==> config.mk <==
export PLATFORM = sky130hd
export DESIGN_NAME = load_store_unit
export DESIGN_NICKNAME = d
export VERILOG_FILES = /design/src/rtl/lsu_pkg.sv /design/src/rtl/lsu_req_fifo.sv /design/src/rtl/load_store_unit.sv
export SDC_FILE = /design/constraint.sdc
export NUM_CORES = 1
export LEC_CHECK = 0
export CORE_MARGIN = 2
export CORE_UTILIZATION = 49
export DETAILED_ROUTE_END_ITERATION = 7
export PLACE_DENSITY = 0.75
export SYNTH_ARGS = -nofsm -noshare
export SYNTH_HDL_FRONTEND = slang
export SYNTH_SLANG_ARGS = --single-unit
==> constraint.sdc <==
create_clock -name clk -period 3 [get_ports clk]
set_clock_uncertainty 0.2 [all_clocks]
set_input_delay 0.45 -clock clk [delete_from_list [all_inputs] [get_ports clk]]
set_output_delay 0.45 -clock clk [all_outputs]
set_load 0.005 [all_outputs]
==> src/rtl/lsu_pkg.sv <==
// Shared types and constants for the load/store unit.
// Holds the FSM state encoding, command and writeback-tag constants, and the request entry layout.
// Ports: none (package only).
package lsu_pkg;

  typedef enum logic [1:0] {
    ST_IDLE = 2'd0,
    ST_LO   = 2'd1,
    ST_HI   = 2'd2,
    ST_WB   = 2'd3
  } lsu_state_e;

  localparam logic CMD_LOAD  = 1'b0;
  localparam logic CMD_STORE = 1'b1;

  localparam logic [1:0] TAG_RSA = 2'b00;
  localparam logic [1:0] TAG_RSB = 2'b01;
  localparam logic [1:0] TAG_RMW = 2'b10;

  // Request entry layout, MSB first: {cmd, width, tag, rmw, adr[15:0], st_data[15:0]}
  localparam int REQ_W       = 36;
  localparam int ST_DATA_LSB = 0;
  localparam int ADR_LSB     = 16;
  localparam int RMW_BIT     = 32;
  localparam int TAG_BIT     = 33;
  localparam int WIDTH_BIT   = 34;
  localparam int CMD_BIT     = 35;

  typedef struct packed {
    logic        cmd;
    logic        width;
    logic        tag;
    logic        rmw;
    logic [15:0] adr;
    logic [15:0] st_data;
  } req_t;

  // Writeback tag is {rmw, tag}. An RMW result keeps the station bit in bit 0.
  function automatic logic [1:0] wb_tag(input req_t r);
    logic [1:0] t;
    t = r.tag ? TAG_RSB : TAG_RSA;
    if (r.rmw) t = t | TAG_RMW;
    return t;
  endfunction

endpackage

==> src/rtl/lsu_req_fifo.sv <==
// In-order request buffer: DEPTH x WIDTH circular FIFO with a registered full flag.
// Latency: a push is visible at head one cycle later; head is read combinationally from storage.
// Backpressure: a push is dropped while full is set, even if a pop happens at the same edge.
// Ports: clk, a_rst, push/push_dat (write side), pop (read side), full, empty, head.
module lsu_req_fifo #(
  parameter int DEPTH = 2,
  parameter int WIDTH = 36
) (
  input  logic             clk,
  input  logic             a_rst,
  input  logic             push,
  input  logic [WIDTH-1:0] push_dat,
  input  logic             pop,
  output logic             full,
  output logic             empty,
  output logic [WIDTH-1:0] head
);

  localparam int PW = (DEPTH > 1) ? $clog2(DEPTH) : 1;
  localparam int CW = $clog2(DEPTH) + 1;

  logic [WIDTH-1:0] mem [DEPTH];
  logic [PW-1:0]    wr_ptr;
  logic [PW-1:0]    rd_ptr;
  logic [CW-1:0]    count;
  logic [CW-1:0]    count_d;
  logic             full_q;
  logic             do_push;
  logic             do_pop;

  assign empty   = (count == '0);
  assign full    = full_q;
  assign head    = mem[rd_ptr];
  assign do_push = push & ~full_q;
  assign do_pop  = pop & ~empty;

  always_comb begin
    count_d = count;
    if (do_push && !do_pop)      count_d = count + CW'(1);
    else if (do_pop && !do_push) count_d = count - CW'(1);
  end

  always_ff @(posedge clk or posedge a_rst) begin
    if (a_rst) begin
      wr_ptr <= '0;
      rd_ptr <= '0;
      count  <= '0;
      full_q <= 1'b0;
    end else begin
      if (do_push) wr_ptr <= wr_ptr + PW'(1);
      if (do_pop)  rd_ptr <= rd_ptr + PW'(1);
      count  <= count_d;
      full_q <= (count_d == CW'(DEPTH));
    end
  end

  // Storage needs no reset; occupancy is tracked by count.
  always_ff @(posedge clk) begin
    if (do_push) mem[wr_ptr] <= push_dat;
  end

endmodule

==> src/rtl/load_store_unit.sv <==
// Load/store unit: queues LSU requests and runs each one as one or two byte cycles on an 8-bit bus.
// Latency: a zero-wait byte load accepted at edge E strobes data_wb in the cycle after E+2; words add one cycle.
// Backpressure: lsu_wait (registered FIFO full) refuses requests; mem_rdy low stretches each byte cycle.
// Ports: rq_* request side, lsu_wait, data_out/data_tag/data_wb writeback, mem_* external byte bus.
module load_store_unit
  import lsu_pkg::*;
#(
  parameter int DEPTH = 2
) (
  input  logic        clk,
  input  logic        a_rst,
  input  logic        rq_start,
  input  logic        rq_cmd,
  input  logic        rq_width,
  input  logic        rq_tag,
  input  logic        rq_rmw,
  input  logic [15:0] rq_adr,
  input  logic [15:0] rq_st_data,
  output logic        lsu_wait,
  output logic [15:0] data_out,
  output logic [1:0]  data_tag,
  output logic        data_wb,
  output logic [15:0] mem_adr,
  output logic [7:0]  mem_dout,
  input  logic [7:0]  mem_din,
  output logic        mem_rd,
  output logic        mem_wr,
  input  logic        mem_rdy
);

  logic [REQ_W-1:0] push_vec;
  logic [REQ_W-1:0] head_vec;
  logic             fifo_pop;
  logic             fifo_full;
  logic             fifo_empty;
  req_t             head;

  always_comb begin
    push_vec                        = '0;
    push_vec[CMD_BIT]               = rq_cmd;
    push_vec[WIDTH_BIT]             = rq_width;
    push_vec[TAG_BIT]               = rq_tag;
    push_vec[RMW_BIT]               = rq_rmw;
    push_vec[ADR_LSB +: 16]         = rq_adr;
    push_vec[ST_DATA_LSB +: 16]     = rq_st_data;
  end

  lsu_req_fifo #(.DEPTH(DEPTH), .WIDTH(REQ_W)) u_req_fifo (
    .clk      (clk),
    .a_rst    (a_rst),
    .push     (rq_start),
    .push_dat (push_vec),
    .pop      (fifo_pop),
    .full     (fifo_full),
    .empty    (fifo_empty),
    .head     (head_vec)
  );

  assign lsu_wait = fifo_full;
  assign head     = req_t'(head_vec);

  lsu_state_e  state_q, state_d;
  req_t        wrk_q, wrk_d;
  logic [7:0]  lo_q, lo_d;
  logic        rd_d, wr_d, wb_d, launch;
  logic [15:0] adr_d, out_d;
  logic [7:0]  dout_d;
  logic [1:0]  tag_d;

  always_comb begin
    state_d  = state_q;
    wrk_d    = wrk_q;
    lo_d     = lo_q;
    fifo_pop = 1'b0;
    launch   = 1'b0;
    rd_d     = 1'b0;
    wr_d     = 1'b0;
    adr_d    = mem_adr;
    dout_d   = mem_dout;
    wb_d     = 1'b0;
    out_d    = data_out;
    tag_d    = data_tag;

    case (state_q)
      ST_IDLE: launch = ~fifo_empty;

      ST_LO: begin
        rd_d   = (wrk_q.cmd == CMD_LOAD);
        wr_d   = (wrk_q.cmd == CMD_STORE);
        adr_d  = wrk_q.adr;
        dout_d = wrk_q.st_data[7:0];
        if (mem_rdy) begin
          if (wrk_q.cmd == CMD_LOAD) lo_d = mem_din;
          if (wrk_q.width) begin
            // Strobes stay up; the high byte cycle starts straight away.
            state_d = ST_HI;
            adr_d   = wrk_q.adr + 16'd1;
            dout_d  = wrk_q.st_data[15:8];
          end else if (wrk_q.cmd == CMD_LOAD) begin
            rd_d    = 1'b0;
            state_d = ST_WB;
            wb_d    = 1'b1;
            out_d   = {8'h00, mem_din};
            tag_d   = wb_tag(wrk_q);
          end else begin
            wr_d    = 1'b0;
            state_d = ST_IDLE;
            launch  = ~fifo_empty;
          end
        end
      end

      ST_HI: begin
        rd_d   = (wrk_q.cmd == CMD_LOAD);
        wr_d   = (wrk_q.cmd == CMD_STORE);
        adr_d  = wrk_q.adr + 16'd1;
        dout_d = wrk_q.st_data[15:8];
        if (mem_rdy) begin
          rd_d = 1'b0;
          wr_d = 1'b0;
          if (wrk_q.cmd == CMD_LOAD) begin
            state_d = ST_WB;
            wb_d    = 1'b1;
            out_d   = {mem_din, lo_q};
            tag_d   = wb_tag(wrk_q);
          end else begin
            state_d = ST_IDLE;
            launch  = ~fifo_empty;
          end
        end
      end

      ST_WB: begin
        state_d = ST_IDLE;
        launch  = ~fifo_empty;
      end

      default: state_d = ST_IDLE;
    endcase

    // Pop on the same edge that retires the previous request so IDLE takes no cycle.
    if (launch) begin
      fifo_pop = 1'b1;
      wrk_d    = head;
      state_d  = ST_LO;
      rd_d     = (head.cmd == CMD_LOAD);
      wr_d     = (head.cmd == CMD_STORE);
      adr_d    = head.adr;
      dout_d   = head.st_data[7:0];
    end
  end

  always_ff @(posedge clk or posedge a_rst) begin
    if (a_rst) begin
      state_q  <= ST_IDLE;
      wrk_q    <= '0;
      lo_q     <= '0;
      mem_rd   <= 1'b0;
      mem_wr   <= 1'b0;
      mem_adr  <= '0;
      mem_dout <= '0;
      data_wb  <= 1'b0;
      data_out <= '0;
      data_tag <= '0;
    end else begin
      state_q  <= state_d;
      wrk_q    <= wrk_d;
      lo_q     <= lo_d;
      mem_rd   <= rd_d;
      mem_wr   <= wr_d;
      mem_adr  <= adr_d;
      mem_dout <= dout_d;
      data_wb  <= wb_d;
      data_out <= out_d;
      data_tag <= tag_d;
    end
  end

endmodule
# After elaboration in Yosys (flattened, before gate mapping)
# Memories as Yosys holds them, arrays and structs flattened.
# Cells that the tools add are included.
[word_totals] register_bits=96 ram_bits=72 inputBits=48 out_inout_bits=46 word_cells=109 memories=1
[classes] n_addsub=5 eq_ne=11 n_mux=53 bitwise_logic=6 n_reduce_logical=14
[memory_table] memory="u_req_fifo.mem" words=2 width=36 read_ports=1 rd_clocked_by_memory_dff=0 wr=1 line_no="lsu_req_fifo.sv:22" rtl="logic [WIDTH-1:0] mem [DEPTH];"
[op_table] operator="2-to-1 mux 16 bit" count=8
[op_table] operator="case mux 16 bit (2 select lines)" count=2
[op_table] operator="2-to-1 mux 2 bit" count=12
[op_table] operator="2-to-1 mux 8 bit" count=3
[op_table] operator="2-to-1 mux 1 bit" count=21
[op_table] operator="adder 16 x 1 -> 16 bit, second input constant" count=1
[op_table] operator="case mux 8 bit (2 select lines)" count=1
[op_table] operator="inequality test 2 bit, second input constant" count=5
[op_table] operator="equality test 2 bit, second input constant" count=3
[op_table] operator="inequality test 3 bit, second input constant" count=2
[op_table] operator="case mux 1 bit (2 select lines)" count=3
[op_table] operator="case mux 2 bit (3 select lines)" count=1
[op_table] operator="AND reduction 3 bit" count=2
[op_table] operator="AND reduction 6 bit" count=1
[op_table] operator="logical NOT 2 bit" count=2
[op_table] operator="NOT 1 bit" count=4
[op_table] operator="case mux 2 bit (2 select lines)" count=1
[op_table] operator="AND reduction 4 bit" count=1
[op_table] operator="nonzero test 4 bit" count=1
[op_table] operator="case mux 1 bit (3 select lines)" count=1
[op_table] operator="nonzero test 3 bit" count=1
[op_table] operator="adder 1 bit, second input constant" count=2
[op_table] operator="adder 2 x 1 -> 2 bit, second input constant" count=1
[op_table] operator="bitwise AND 1 bit" count=2
[op_table] operator="other kinds (6)" count=8

# Logic depth before layout (Yosys ltp)
# Gate-level depths: netlist (run 1).
[logic_depth] word_depth=12 mapped_depth=10 depth_no_buf=7

# Cells and area by module
# A second synthesis (run 1) with hierarchy kept.
[hier_totals] cells_unflattened=578 area_unflattened_um2=6946.7
[by_module_without_submodules] module="load_store_unit" instances=1 cells_each=438 area_per_inst_um2=4045.1 seq_area_each_um2=2277.2
[by_module_without_submodules] module="lsu_req_fifo" instances=1 cells_each=140 area_per_inst_um2=2901.5 seq_area_each_um2=2287.2

# Worst setup path after synthesis (run 1)
# OpenSTA, ideal clock, no wires.
[synth_path] kind="reg-to-reg" start="register u_req_fifo.full_q (netlist: u_req_fifo.full)" end="memory u_req_fifo.mem[0][0], enable pin" setup_time_ns=0.429 arrival_time_ns=2.084 required_ns=2.371 slack_ns=0.287 path_stages_with_launch=3 path_buffers=0 synth_period_minus_slack_ns=2.713 path_cell_list="dfrtp_1 nand2b_1 nor2_1"
[synth_via] elab_chain_cells=4
[synth_rtl] item="start: declaration" line_no="lsu_req_fifo.sv:27" rtl="logic full_q;"
[synth_rtl] item="start signal: assignment" line_no="lsu_req_fifo.sv:53" rtl="full_q <= (count_d == CW'(DEPTH));"
[synth_rtl] item="NOT 1 bit" line_no="lsu_req_fifo.sv:34" rtl="assign do_push = push & ~full_q;"
[synth_rtl] item="bitwise AND 1 bit" line_no="lsu_req_fifo.sv:34"
[synth_rtl] item="2-to-1 mux 1 bit" line_no="lsu_req_fifo.sv:59" rtl="if (do_push) mem[wr_ptr] <= push_dat;"
[synth_rtl] item="2-to-1 mux 1 bit (implied by the code)" line_no="lsu_req_fifo.sv:59"
[synth_rtl] item="end: declaration" line_no="lsu_req_fifo.sv:22"
# Every way passes these cells.

# Worst setup path in the final report (run 1)
[layout_path] start="register state_q[0]" end="register mem_dout[5]"
[layout_via] elab_chain_cells=4 elab_cells_between_ends=9 classes_between="3 x eq/ne; 3 x mux; 3 x reduce/logical"
[layout_rtl] item="start: declaration" line_no="load_store_unit.sv:62" rtl="lsu_state_e state_q, state_d;"
[layout_rtl] item="start signal: assignment" line_no="load_store_unit.sv:166" rtl="state_q <= state_d;"
[layout_rtl] item="equality test 2 bit / logical NOT 2 bit (equally long branches)" line_no="load_store_unit.sv:84" rtl="case (state_q)"
[layout_rtl] item="OR reduction 2 bit (no source line)"
[layout_rtl] item="case mux 1 bit (3 select lines)" line_no="load_store_unit.sv:84"
[layout_rtl] item="nonzero test 3 bit (no source line) / 2-to-1 mux 8 bit (equally long branches)"
[layout_rtl] item="end signal: assignment" line_no="load_store_unit.sv:172" rtl="mem_dout <= dout_d;"
[layout_rtl] item="end: declaration" line_no="load_store_unit.sv:24" rtl="output logic [7:0] mem_dout,"
# Several ways; a longest one is shown, not always the timed one.
# A chain may end at the register's enable or synchronous reset.

==> results of run 1 <==
## state kept, by name, summed over array words and instances, names as in the netlist
signal             flops
wrk_q                 36
data_wb                1
u_req_fifo.mem        72
data_tag               2
mem_dout               8
mem_adr               16
u_req_fifo.rd_ptr      1
mem_rd                 1
state_q                2
u_req_fifo.full        1
u_req_fifo.wr_ptr      1
data_out              16
lo_q                   8
mem_wr                 1
u_req_fifo.count       2
## cells in the final DEF (no fill, tap or decap), drive strengths merged, types with 6 or more instances in the layout
master,instances
a211oi,10
a21o,6
a21oi,7
buf,15
clkbuf,23
clkdlybuf4s50,93
dfrtp,96
edfxtp,72
inv,8
mux2,10
mux2i,39
nand2,85
nand3,18
nor2,31
nor2b,9
nor3,7
o211ai,8
o21ai,57
xnor2,8
xor2,11
## report_power, final
part / internal [W] / total [W] / switching [W]
clock network: 0.00128 / 0.00212 / 0.000839
logic: 0.00175 / 0.00375 / 0.00200
registers: 0.00332 / 0.00390 / 0.000574
## path summary, 6_finish.rpt
| check | depth (start not counted) | slack, ns | startpoint | endpoint |
|---|---|---|---|---|
| max | 8 | 0.49 | state_q[0] | mem_dout[5] |
| min | 2 | 0.24 | a_rst | data_tag[0] |
| max reg2reg | 8 | 0.49 | state_q[0] | mem_dout[5] |
| min reg2reg | 2 | 0.28 | data_out[5] | data_out[5] |
| max in group asynchronous | 3 | 1.65 | a_rst | lo_q[7] |
| min in group clk | 2 | 0.28 | data_out[5] | data_out[5] |
## Yosys cell counts (6+ instances only)
cell type / number
edfxtp_1: 72
nor2b_1: 9
xor2_1: 11
xnor2_1: 7
nand3_1: 18
a21o_1: 6
inv_1: 7
clkbuf_1: 12
nand2_1: 84
mux2_2: 10
o21ai_0: 56
a21oi_1: 6
o211ai_1: 8
a211oi_1: 10
nor2_1: 31
buf_2: 10
dfrtp_1: 96
mux2i_1: 39
## layer usage
layer	routed length, um	track usage (%)	vias up
li1	-	-	2146
met1	5700	24.3	2250
met2	6870	32.3	128
met3	646	4.79	21
met4	310	10.2	0
met5	0	0	-
## cells by family after synthesis
| kind of cell | after synthesis |
|---|---|
| DFF | 168 |
| xor gates and xnor gates | 19 |
| buffers and inverters | 38 |
| adders and majority gates | 5 |
| and+or+nand+nor | 165 |
| AOI/OAI and AO/OA | 104 |
| muxes | 49 |
## through the flow
step | hold WS [ns] | std cells
2_1_floorplan | 0.246 | 548
3_3_place_gp | 0.261 | 805
3_5_place_dp | 0.272 | 805
4_1_cts | 0.251 | 836
5_1_grt | 0.289 | 836
6_report | 0.244 | 836
## worst max-delay path, cell delays in order (launching register included)
cell	delay, ns
dfrtp_1	0.39
inv_1	0.06
ha_1	0.28
nand2b_1	0.21
a31o_2	0.30
nand2b_4	0.38
buf_4	0.35
o211ai_1	0.12
o21ai_0	0.10
## final cells by class
class                      count  area, sq um  area share (%)
clock inverter                 8         96.3            1.12
clock buffer                  23          473            5.51
multi-input combinational    342         2120            24.7
timing repair buffer         108         1070            12.5
tap                          180          225            2.63
sequential                   168         4570            53.2
inverter                       7         30.0           0.350
==> flow_summary.toml, run 1 <==
[synth]
yosysUniqueCellTypes = 42
synthXorXnorAreaFrac_pct = 2.53
synthCells = 548
yosys_warnings = 0
synth_ff_type = "dfrtp_1"
async_reset_ff_share_pct = 57.1
synth-edff-count = 72
synthTopCellsByArea = "dfrtp_1 (35%), edfxtp_1 (31%), mux2i_1 (5.7%)"
synth_top_cell_by_area = "dfrtp_1"
synth_top_area_share_pct = 35.0
synth_top_family_by_area = "simple AND/OR/NAND/NOR gates"
syn_area_sq_mm = 0.00686
synth-seq-cells = 168
synthMuxAreaShare_pct = 7.33
avgSynthCellArea_sq_um = 12.5
ys_seq_area_share_pct = 66.5
synth_fa_ha_area_share_pct = 0.911
synth_compound_area_share_pct = 9.28
synth-simple-area-share_pct = 10.6
syn_nets = 601

[cts]
postCtsSetupBuffers = 0
h-tree-depth = 4
cts-root-buf = "clkbuf_16"
path_clk_slew_ns = 0.06
cts.sinks = 168
cts_tree = "built"
cts_hold_buf = 0
numCtsBuffers = 17
ctsResizeCount = 0
clock_latency_ns = 0.42
clockBufferDepth = 2

[placement]
place.detailed.hpwl_mm = 9.00
globalplace.congestion = 0.812
placed_area_sq_mm = 0.00801
io_buffers = 93
pre_cts_ws_ns = 0.448

[timing]
rsz0062_at_grt = "false"
fmax_mhz = 398
finalSetupViolCount = 0
layout_setup_ws_ns = 0.486
layout_min_cycle_time_ns = 2.51
fin_crit_sh_pct = 83.8
max_slew.worst_pin.slew_ns = 0.809
hold_viol = 0
relSlewSlack_pct = 45.9
drv_slew = 0
fin_setup_tns_ns = 0

[routing]
drt_iter0_markers = 268
wl_mm = 13.5
antenna_left = 0
drc = 0
routedWlPerCell_um = 16.2
vias_per_cell = 5.44
first_pass_iters = 5
num_vias = 4545

[worst_setup_path]
crit_type = "flop to flop"
endpoint_kind = "flop"
worstPathRequired_ns = 3.13
startpoint_type = "flop"
cp_max_fo = 49
crit_arrival_ns = 2.65

[floorplan]
fp.dieH_um = 122
die-area_sq_mm = 0.0150
core.rowCount = 43
die_w_um = 122
start_util_pct = 49.8
core_sq_mm = 0.0138
io_pins = 94

[run_status]
status = "completed"

[global_routing]
grt_start_max_net_pins = 50
antenna_found_initial = 0
grt_overflow_total = 0
grt_pass1_wl_mm = 22.4
grt_pass1_vias = 4698
grt.total_usage_pct = 19.7

[cells_and_area]
finish.utilization_pct = 62.3
num_antenna_cells = 0
synthToLayoutAreaGrowth_pct = 25.0
fin_area_sq_mm = 0.00858
fillCellCount = 1092
final_nets = 697
layout-drive-gt1-share_pct = 9.76

[power]
pwr_density_cell_mw_per_mm2 = 1140
power.leakage_nw = 3.43
vdd_drop_max_v = 0.000425
p_total_w = 0.00976

[job]
maxCapViolCount = 0

[hold_path]
hold_path_class = "input port to asynchronous set/reset pin"
Power figures use the tool's default switching activity.
==> inputs of run 2 (changes only) <==
clock period = 2.2 ns   (was 3 ns; I/O delays follow)
==> flow_summary.toml, run 2 (synthesis gave the netlist of run 1 again) <==
[run_status]
status = "completed"

[cts]
cts.sinks = 168
clock_latency_ns = 0.43
numCtsBuffers = 17
h-tree-depth = 4
path_clk_slew_ns = 0.06
cts-root-buf = "clkbuf_16"
cts_tree = "built"
clockBufferDepth = 2
cts_hold_buf = 0

[worst_setup_path]
startpoint_type = "flop"
crit_type = "flop to flop"
crit_arrival_ns = 2.29
endpoint_kind = "flop"
worstPathRequired_ns = 2.31
cp_max_fo = 11

[timing]
drv_slew = 0
layout_setup_ws_ns = 0.0227
layout_min_cycle_time_ns = 2.18
fin_setup_tns_ns = 0
rsz0062_at_grt = "true"
max_slew.worst_pin.slew_ns = 0.411
relSlewSlack_pct = 72.6
fin_crit_sh_pct = 99.0
fmax_mhz = 459
worst_hold_slack_ns = 0.0501
finalSetupViolCount = 0
hold_viol = 0

[global_routing]
grt.total_usage_pct = 19.8
grt_pass1_wl_mm = 22.4
grt_start_max_net_pins = 37
antenna_found_initial = 0
grt_pass1_vias = 4539
grt_overflow_total = 0

[job]
maxCapViolCount = 0

[routing]
num_vias = 4587
antenna_left = 0
drt_iter0_markers = 283
wl_mm = 14.3
drc = 0
routedWlPerCell_um = 16.7
vias_per_cell = 5.38
first_pass_iters = 5

[cells_and_area]
layout-drive-gt1-share_pct = 12.1
num_antenna_cells = 0
mostFrequentLayoutCells = "dfrtp_1 (95), clkdlybuf4s50_1 (93), nand2_1 (84)"
synthToLayoutAreaGrowth_pct = 28.5
top_regs = "u_req_fifo.mem (72), wrk_q (36)"
finish.utilization_pct = 64.0
regMostFlops = "u_req_fifo.mem"
layout_commonest_cell = "dfrtp_1"
fin_area_sq_mm = 0.00882
final_nets = 712
largest_register_ffs = 72

[placement]
pre_cts_ws_ns = -0.0172
globalplace.congestion = 0.811
io_buffers = 93
place.detailed.hpwl_mm = 9.32
placed_area_sq_mm = 0.00815

[floorplan]
core_sq_mm = 0.0138
fp.dieH_um = 122
die-area_sq_mm = 0.0150
core.rowCount = 43
io_pins = 94
start_util_pct = 49.8
die_w_um = 122

[power]
power.leakage_nw = 3.53
pwr_density_cell_mw_per_mm2 = 1580
vdd_drop_max_v = 0.000759

[hold_path]
hold_path_class = "input port to asynchronous set/reset pin"
## run 2: area by class of cell
class	count	area [sq um]
fill	1100	4950
clock inverter	7	40.0
multi-input combinational	343	2160
clock buffer	25	507
tap	180	225
inverter	7	30.0
sequential	168	4570
timing repair buffer	122	1290
## run 2: repair_timing
action | CTS | global route
cloned | 0 | 2
setup endpoints to repair | 2 | 24
resized for setup | 0 | 7
setup buffers | 2 | 4
hold endpoints to repair | 0 | 0
pin swaps | 0 | 1
## run 2: per-stage QoR
step | instances | total power [W]
6_report | 852 | 0.0139
5_1_grt | 852 | 0.0148
4_1_cts | 846 | 0.0137
3_5_place_dp | 812 | 0.0108
3_3_place_gp | 812 | 0.0105
2_1_floorplan | 548 | 0.00869
## run 2: worst paths after layout
kind | start | to | slack [ns] | cells past startpoint
worst min-delay path | a_rst | data_out[3] | 0.05 | 2
worst max-delay path | state_q[0] | u_req_fifo.full | 0.02 | 8
worst max register to register | state_q[0] | u_req_fifo.full | 0.02 | 8
worst min register to register | data_out[5] | data_out[5] | 0.28 | 2
max in group asynchronous | a_rst | u_req_fifo.rd_ptr | 1.24 | 3
min in group clk | data_out[5] | data_out[5] | 0.28 | 2
## run 2: where the power goes
group	switching (W)	leakage (nW)	internal, W
Sequential	0.000774	1.84	0.00453
Combinational	0.00298	1.42	0.00287
Clock	0.00115	0.258	0.00159
Total	0.00491	3.53	0.00899
## run 2: worst max-delay path: stages, from the launching register on
cell and delay, ns:
dfrtp_1 0.40, inv_1 0.06, ha_1 0.22, nand2b_1 0.20, a31o_4 0.28, nor2b_1 0.14, buf_4 0.19, xnor2_2 0.16
a22o_1 0.21
## run 2: layer usage
metal | GRT usage, % | routed length (um)
met1 | 25.4 | 6290
met2 | 31.0 | 6920
met3 | 4.65 | 667
met4 | 11.0 | 380
met5 | 0 | 0
